$ cat config.mk
export PLATFORM = sky130hd
export DESIGN_NAME = xif_copro_wb_scheduler
export DESIGN_NICKNAME = d
export VERILOG_FILES = /design/src/rtl/xif_copro_wb_scheduler.sv
export SDC_FILE = /design/constraint.sdc
export NUM_CORES = 1
export LEC_CHECK = 0
export BUFFER_PORTS_ARGS = -buffer_cell sky130_fd_sc_hd__clkbuf_2
export CORE_UTILIZATION = 49
export DETAILED_ROUTE_END_ITERATION = 6
export PLACE_DENSITY = 0.94
export SETUP_SLACK_MARGIN = 0.5
export SYNTH_ARGS = -nofsm -noshare
export SYNTH_HDL_FRONTEND = slang
export SYNTH_SLANG_ARGS = --single-unit
export TNS_END_PERCENT = 50
$ cat constraint.sdc
create_clock -name clk_i -period 3.1 [get_ports clk_i]
set_input_delay 0.62 -clock clk_i [delete_from_list [all_inputs] [get_ports clk_i]]
set_output_delay 0.62 -clock clk_i [all_outputs]
set_load 0.02 [all_outputs]
$ cat src/rtl/xif_copro_wb_scheduler.sv
// ---------------------------------------------------------------------------
// xif_copro_wb_scheduler
//
// Write-back scheduler for a coprocessor with several result-producing units
// that share a single register-file write port.
//
// A 32-entry scoreboard records which registers have a write in flight.
// Issue is stalled on RAW hazards (a source is busy) and on WAW hazards
// (the destination is busy and will be written).
//
// A round-robin arbiter picks one unit result per cycle. The chosen result
// is registered onto the write port one cycle later. The busy bit for that
// register is cleared on the same edge that the register file commits the
// data.
//
// Ports
//   clk_i, rst_i        clock, synchronous active-high reset
//   issue_valid_i       instruction offered for issue
//   issue_ready_o       instruction may issue this cycle (combinational)
//   issue_rs1_i/rs2_i   source register addresses
//   issue_rd_i          destination register address
//   issue_rd_we_i       instruction writes issue_rd_i
//   res_valid_i         per-unit result valid
//   res_ready_o         per-unit grant, one-hot (combinational)
//   res_waddr_i         per-unit destination address
//   res_wdata_i         per-unit result data
//   rf_we_o             register-file write enable (registered)
//   rf_waddr_o          register-file write address (registered)
//   rf_wdata_o          register-file write data (registered)
//   busy_o              scoreboard, bit i = write to register i pending
// ---------------------------------------------------------------------------
module xif_copro_wb_scheduler #(
    parameter int DATA_WIDTH = 32,
    parameter int NR_UNITS   = 3
) (
    input  logic                                 clk_i,
    input  logic                                 rst_i,
    input  logic                                 issue_valid_i,
    output logic                                 issue_ready_o,
    input  logic [4:0]                           issue_rs1_i,
    input  logic [4:0]                           issue_rs2_i,
    input  logic [4:0]                           issue_rd_i,
    input  logic                                 issue_rd_we_i,
    input  logic [NR_UNITS-1:0]                  res_valid_i,
    output logic [NR_UNITS-1:0]                  res_ready_o,
    input  logic [NR_UNITS-1:0][4:0]             res_waddr_i,
    input  logic [NR_UNITS-1:0][DATA_WIDTH-1:0]  res_wdata_i,
    output logic                                 rf_we_o,
    output logic [4:0]                           rf_waddr_o,
    output logic [DATA_WIDTH-1:0]                rf_wdata_o,
    output logic [31:0]                          busy_o
);

    localparam int              PTR_W      = (NR_UNITS > 1) ? $clog2(NR_UNITS) : 1;
    localparam logic [PTR_W:0]  NR_UNITS_C = (PTR_W+1)'(NR_UNITS);

    logic [31:0]           busy_q, busy_d;
    logic [PTR_W-1:0]      ptr_q, ptr_d;
    logic                  rf_we_q;
    logic [4:0]            rf_waddr_q;
    logic [DATA_WIDTH-1:0] rf_wdata_q;

    logic                  grant_valid;
    logic [PTR_W-1:0]      grant_idx;
    logic [PTR_W:0]        cand;
    logic [PTR_W:0]        ptr_inc;
    logic [NR_UNITS-1:0]   res_ready;
    logic [4:0]            sel_waddr;
    logic [DATA_WIDTH-1:0] sel_wdata;
    logic                  issue_fire;

    // Hazard check against the current scoreboard; no bypass from the
    // write port, the clear becomes visible one cycle after rf_we_o.
    always_comb begin
        issue_ready_o = ~(busy_q[issue_rs1_i] | busy_q[issue_rs2_i]
                          | (issue_rd_we_i & busy_q[issue_rd_i]));
        issue_fire    = issue_valid_i & issue_ready_o;
    end

    // Round-robin search starting at ptr_q, wrapping modulo NR_UNITS.
    // The modulo is a single conditional subtract since ptr_q + off
    // never reaches 2*NR_UNITS.
    always_comb begin
        grant_valid = 1'b0;
        grant_idx   = '0;
        cand        = '0;
        for (int off = 0; off < NR_UNITS; off++) begin
            cand = {1'b0, ptr_q} + (PTR_W+1)'(off);
            if (cand >= NR_UNITS_C) begin
                cand = cand - NR_UNITS_C;
            end
            if (!grant_valid && res_valid_i[cand[PTR_W-1:0]]) begin
                grant_valid = 1'b1;
                grant_idx   = cand[PTR_W-1:0];
            end
        end
    end

    always_comb begin
        res_ready = '0;
        sel_waddr = '0;
        sel_wdata = '0;
        for (int u = 0; u < NR_UNITS; u++) begin
            if (grant_valid && (grant_idx == PTR_W'(u))) begin
                res_ready[u] = 1'b1;
                sel_waddr    = res_waddr_i[u];
                sel_wdata    = res_wdata_i[u];
            end
        end
    end

    assign res_ready_o = res_ready;

    always_comb begin
        ptr_inc = {1'b0, grant_idx} + (PTR_W+1)'(1);
        if (ptr_inc == NR_UNITS_C) begin
            ptr_inc = '0;
        end
        ptr_d = grant_valid ? ptr_inc[PTR_W-1:0] : ptr_q;
    end

    // Clear first, then set, so an issue to the register being written
    // back in the same cycle leaves it busy.
    always_comb begin
        busy_d = busy_q;
        if (rf_we_q) begin
            busy_d[rf_waddr_q] = 1'b0;
        end
        if (issue_fire && issue_rd_we_i) begin
            busy_d[issue_rd_i] = 1'b1;
        end
    end

    always_ff @(posedge clk_i) begin
        if (rst_i) begin
            busy_q     <= '0;
            ptr_q      <= '0;
            rf_we_q    <= 1'b0;
            rf_waddr_q <= '0;
            rf_wdata_q <= '0;
        end else begin
            busy_q  <= busy_d;
            ptr_q   <= ptr_d;
            rf_we_q <= grant_valid;
            if (grant_valid) begin
                rf_waddr_q <= sel_waddr;
                rf_wdata_q <= sel_wdata;
            end
        end
    end

    assign rf_we_o    = rf_we_q;
    assign rf_waddr_o = rf_waddr_q;
    assign rf_wdata_o = rf_wdata_q;
    assign busy_o     = busy_q;

endmodule

# Word-level counts from Yosys, hierarchy flattened
# Cells that the tools add are included.
op_classes:
  n_addsub: 6
  n_mul: 0
  n_div: 0
  n_lt_le_gt_ge: 12
  eq_ne: 3
  n_shift: 0
  mux: 37
  n_bitwise: 8
  n_reduce_logical: 11
op_table:
  columns: ["operator", "count"]
  rows:
  - ["two-way mux 32 bit", 5]
  - ["bitwise AND 32 bit", 1]
  - ["NOT 32 bit", 1]
  - ["bitwise OR 32 bit", 1]
  - ["< comparator 5 x 6 -> 1 bit (second input constant)", 4]
  - ["binary-select mux 1 bit (select 5 bit)", 3]
  - ["two-way mux 5 bit", 3]
  - ["two-way mux 1 bit", 14]
  - ["two-way mux 2 bit", 7]
  - ["demux 1 bit (select 5 bit)", 2]
  - [">= comparator 5 x 1 -> 1 bit (second input constant)", 2]
  - ["< comparator 2 x 3 -> 1 bit (second input constant)", 3]
  - ["logical AND 1 bit", 8]
  - ["adder 2 x 1 -> 3 bit (second input constant)", 2]
  - ["binary-select mux 1 bit (select 2 bit)", 3]
  - [">= comparator 3 x 2 -> 1 bit (second input constant)", 2]
  - ["subtractor 2 bit (second input constant)", 3]
  - ["adder 2 x 2 -> 3 bit (second input constant)", 1]
  - ["== test 3 x 2 -> 1 bit (second input constant)", 1]
  - ["bitwise AND 1 bit", 2]
  - ["== test 2 x 1 -> 1 bit (second input constant)", 1]
  - ["== test 2 bit (second input constant)", 1]
  - [">= comparator 2 bit (second input constant)", 1]
  - ["zero test 1 bit", 2]
  - ["3 further kinds", 4]
totals:
  reg_bits: 72
  latch_bits: 0
  mem_bits_rw: 0
  rom_bits: 0
  input_bits: 133
  output_inout_bits: 74
  n_memories: 0

# Depth between registers and ports, before layout
depth:
  depth_word: 16
  ltp_mapped: 12
  ltp_nobuf: 8

# Worst setup path before layout
# No wires, ideal clock.
synth_path:
  path_kind: "input-to-output"
  from: "input port issue_rd_i[1]"
  to: "output port issue_ready_o"
  arrival_time_ns: 2.515
  path_slack_ns: -0.035
  path_stages: 6
  path_cell_list: "buf_2 buf_2 mux4_2 a32oi_1 nand3_1 a21oi_1"
synth_via:
  elab_chain_len: 5
synth_lines:
  columns: ["item", "line_no", "rtl"]
  rows:
  - ["start, declared", "42", "input logic [4:0] issue_rd_i,"]
  - ["binary-select mux 1 bit (select 5 bit)", "76", "| (issue_rd_we_i & busy_q[issue_rd_i]));"]
  - ["two-way mux 1 bit (implied by the code)", "76", null]
  - ["bitwise AND 1 bit", "76", null]
  - ["bitwise OR 1 bit", "76", null]
  - ["NOT 1 bit", "75", "issue_ready_o = ~(busy_q[issue_rs1_i] | busy_q[issue_rs2_i]"]
  - ["end, declared", "39", "output logic issue_ready_o,"]
# Every way passes these cells. The select of a mux whose other input is x is not followed.

# Worst setup path in the final report
layout_path:
  from: "input port issue_rs2_i[4]"
  to: "output port issue_ready_o"
layout_via:
  elab_chain_len: 5
layout_lines:
  columns: ["item", "line_no", "rtl"]
  rows:
  - ["start, declared", "41", "input logic [4:0] issue_rs2_i,"]
  - ["binary-select mux 1 bit (select 5 bit)", "75", null]
  - ["two-way mux 1 bit (implied by the code)", "75", null]
  - ["bitwise OR 1 bit", "75", null]
  - ["bitwise OR 1 bit", "76", null]
  - ["NOT 1 bit", "75", null]
# Every way passes these cells. The select of a mux whose other input is x is not followed.

==> impl_results.md <==
* Status: complete, no violations
* CTS H-Tree Depth at 3
* Die X at between 100 and 150 um
* Startpoint types: input pin
* Via Count at 5540
* Synthesized cell area at about 4900 um2
* CTS Sinks at 72
* Share of layout cells above drive strength 1 at 0.375
* GR Util met1 at 0.383
* Worst-path clk slew at ~0.080 ns
* I/O Buffers at 206
* Worst VDD drop at 0.399 mV
* Top post-synthesis cells by area: dfxtp_1 (30%), mux2i_1 (8.2%), a221o_1 (7.6%)
* Clock Latency Late Sink at 0.35 ns
* TritonCTS clock tree: built
* Hold Startpoint: rf_wdata_o[12]
* First-pass GRT wire length at around 25000 um
* Core Rows at 36
* Vias per cell at slightly above 6
* Crit-path max FO at 16
* Worst Setup End Kind: output port
* Core area at 9680 um2
* Top FF cell, synth: dfxtp_1
* Setup violations, final at 0
* Final Cycle Share at 0.889
* Final core occ at 0.672
* Slew Limit Fails at 0
* Die height at slightly above 100 um
* Pre-Repair DR Iteration Count at 5
* Slowest-stage cell, CP: or4_4
* Multi-input logic area at 3220 um2
* Tmin final at 2.76 ns
* # IOs at between 200 and 250
* Die ar. at 10300 um2
* Synth top area share at 0.296
* Relative slew slack at 0.587
* Flops & latches, synth at 72
* # nets final at 900
* Slew at the pin with the worst max-slew slack at 0.617 ns
* Initial Util at 0.502
* Worst Path Arrival at approximately 2.1 ns
* Critical Path Source: issue_rs2_i[4]
* Net Count, Synth at 705
* Hold crit path type: flip-flop to flip-flop
* Register area share after synthesis at 0.296
* Final setup skew at 0.0181 ns
* FF+latch area at 1450 um2
* Antenna Cells at 0
* Total track usage at 0.321
* Crit path kind: input pin to output port
* CP required at 2.48 ns
* Unrepaired setup endpoints after global routing: yes
* MaxCap Viol Count at 0
* Largest net degree at the start of global routing at 39
* Met3 GRT Util at 0.0752
* Post-synth EDFFs at 0
* Root Driver: clkbuf_8
* Worst path cell trace: clkbuf_8, mux2i_1, a22oi_1, nand4_1, o21ai_0, or4_4, a21oi_4, buf_8
* Synth-to-layout area growth at 33.7%
* Max clock buf depth at 2
* Fin. Hold Viols at 0
* Final wirelength at 17300 um
* Final HPWL DP at 12200 um
* GPL Wtd Cong at 0.991
* Worst R2R Start: ptr_q[0]
* Vias in the first global route at 4982
* GRT busiest layer: met2
* Pleak at 2.78 nW
* Synth warn at 0
* Synth Area per Inst at 8.55 um2
* Fmax achieved at 0.363 GHz
* Initial antenna violation count at 0
* Post-Synthesis Cells at around 570
* Global route overflow at 0
* Number of fill cells in the layout at 802
* Pwr dens at 459 nW/um2
* DRC at 0
* Remaining antenna violation count at 0
* Setup_tns at 0 ns
* Crit path largest cell delay at just over 0.5 ns
* DR iter-0 viols at 456
* Post-synth ARST share at 0
* Synth unique cells at 52
* Wire per inst at 19.2 um
* M2 GR Usage at 0.517
* Synth area leader: dfxtp_1
* Total CTS buffers at 9
==> sequential cells by signal (all words and copies together), names as in the netlist <==
| name | cells |
|---|---|
| rf_wdata_o | 32 |
| rf_we_o | 1 |
| busy_o | 32 |
| rf_waddr_o | 5 |
| ptr_q | 2 |
==> metrics by stage <==
stage | total power, W | setup WS, ns | instance area, um2 | std cells | hold slack (ns)
after floorplan | 0.00176 | 0.356 | 4960 | 569 | 0.494
after global placement | 0.00202 | 0.219 | 5980 | 873 | 0.447
after detailed placement | 0.00204 | 0.143 | 5980 | 873 | 0.454
after CTS | 0.00295 | 0.344 | 6410 | 899 | 0.473
after global routing | 0.00312 | 0.297 | 6510 | 902 | 0.489
final | 0.00299 | 0.344 | 6510 | 902 | 0.469
==> logic make-up (layout without fill, tap and decap cells) <==
kind of cell	after synthesis	count (layout)	share of synthesized area
buffers and inverters	58	258	0.0653
and+or+nand+nor	220	220	0.254
muxes	49	49	0.112
adders and majority gates	3	3	0.00771
DFF	72	72	0.296
AOI/OAI and AO/OA	167	167	0.264
==> final timing paths <==
| check | end | slack (ns) | cells after the start |
|---|---|---|---|
| max reg2reg | rf_wdata_o[20] | 0.57 | 10 |
| min reg2reg | rf_wdata_o[12] | 0.47 | 1 |
| max | issue_ready_o | 0.34 | 8 |
| min | rf_wdata_o[12] | 0.47 | 1 |
==> layer usage <==
layer  vias up  share of wire
met4         0          0.051
met5         -              0
met3        68          0.098
met1      2559           0.38
li1       2555              -
met2       358           0.47
==> timing repair <==
| item | 4_1_cts | 5_1_grt |
|---|---|---|
| setup buffers | 9 | 2 |
| hold buffers | 0 | 0 |
| gates cloned | 1 | 1 |
| resized for setup | 26 | 17 |
| endpoints found under the setup margin | 41 | 41 |
| pin swaps | 12 | 8 |
==> Yosys cell counts (5+ instances only) <==
cell type / instances
dfxtp_1: 72
o21ai_0: 55
nand3_1: 46
nand2b_1: 42
mux2i_1: 40
a221o_1: 37
a32o_1: 37
nand2_1: 34
clkbuf_1: 26
nor2b_1: 24
nand3b_1: 22
nor2_1: 20
a21oi_1: 11
buf_2: 11
buf_6: 10
a22oi_1: 9
nor3b_1: 7
and3_1: 5
inv_1: 5
mux2_2: 5
==> power breakdown <==
group          internal, W  leakage, nW  total [W]  switching [W]
Sequential         0.00101        0.589    0.00109      0.0000744
Combinational     0.000477         2.07    0.00105       0.000573
Clock             0.000479        0.113   0.000851       0.000372
Total              0.00197         2.78    0.00299        0.00102
==> layout make-up <==
cell class	instances	area share
repair buffers	236	0.218
clock inverters	6	0.0138
inverters	6	0.00385
multi-input cells	439	0.496
well taps	133	0.0256
flip-flops and latches	72	0.222
clock buffers	10	0.0212
==> critical path: cells and delay by family <==
kind / cells / cell delay (ns)
buffers and inverters: 2 / 0.31
and+or+nand+nor: 2 / 0.61
AOI/OAI and AO/OA: 3 / 0.37
muxes: 1 / 0.23
==> placed cells by master, fill, tap and decap left out, types with 4 or more instances in the layout <==
cell type | netlist | routed
clkbuf_2 | 0 | 198
dfxtp_1 | 72 | 70
o21ai_0 | 55 | 54
nand3_1 | 46 | 45
nand2b_1 | 42 | 42
mux2i_1 | 40 | 39
a221o_1 | 37 | 37
a32o_1 | 37 | 37
nand2_1 | 34 | 33
nand3b_1 | 22 | 22
buf_4 | 3 | 22
nor2b_1 | 24 | 20
nor2_1 | 20 | 19
clkbuf_8 | 0 | 12
a21oi_1 | 11 | 10
a22oi_1 | 9 | 8
nor3b_1 | 7 | 6
mux2_2 | 5 | 5
and3_1 | 5 | 5
buf_6 | 10 | 4
buf_12 | 0 | 4
Power figures use the tool's default switching activity.
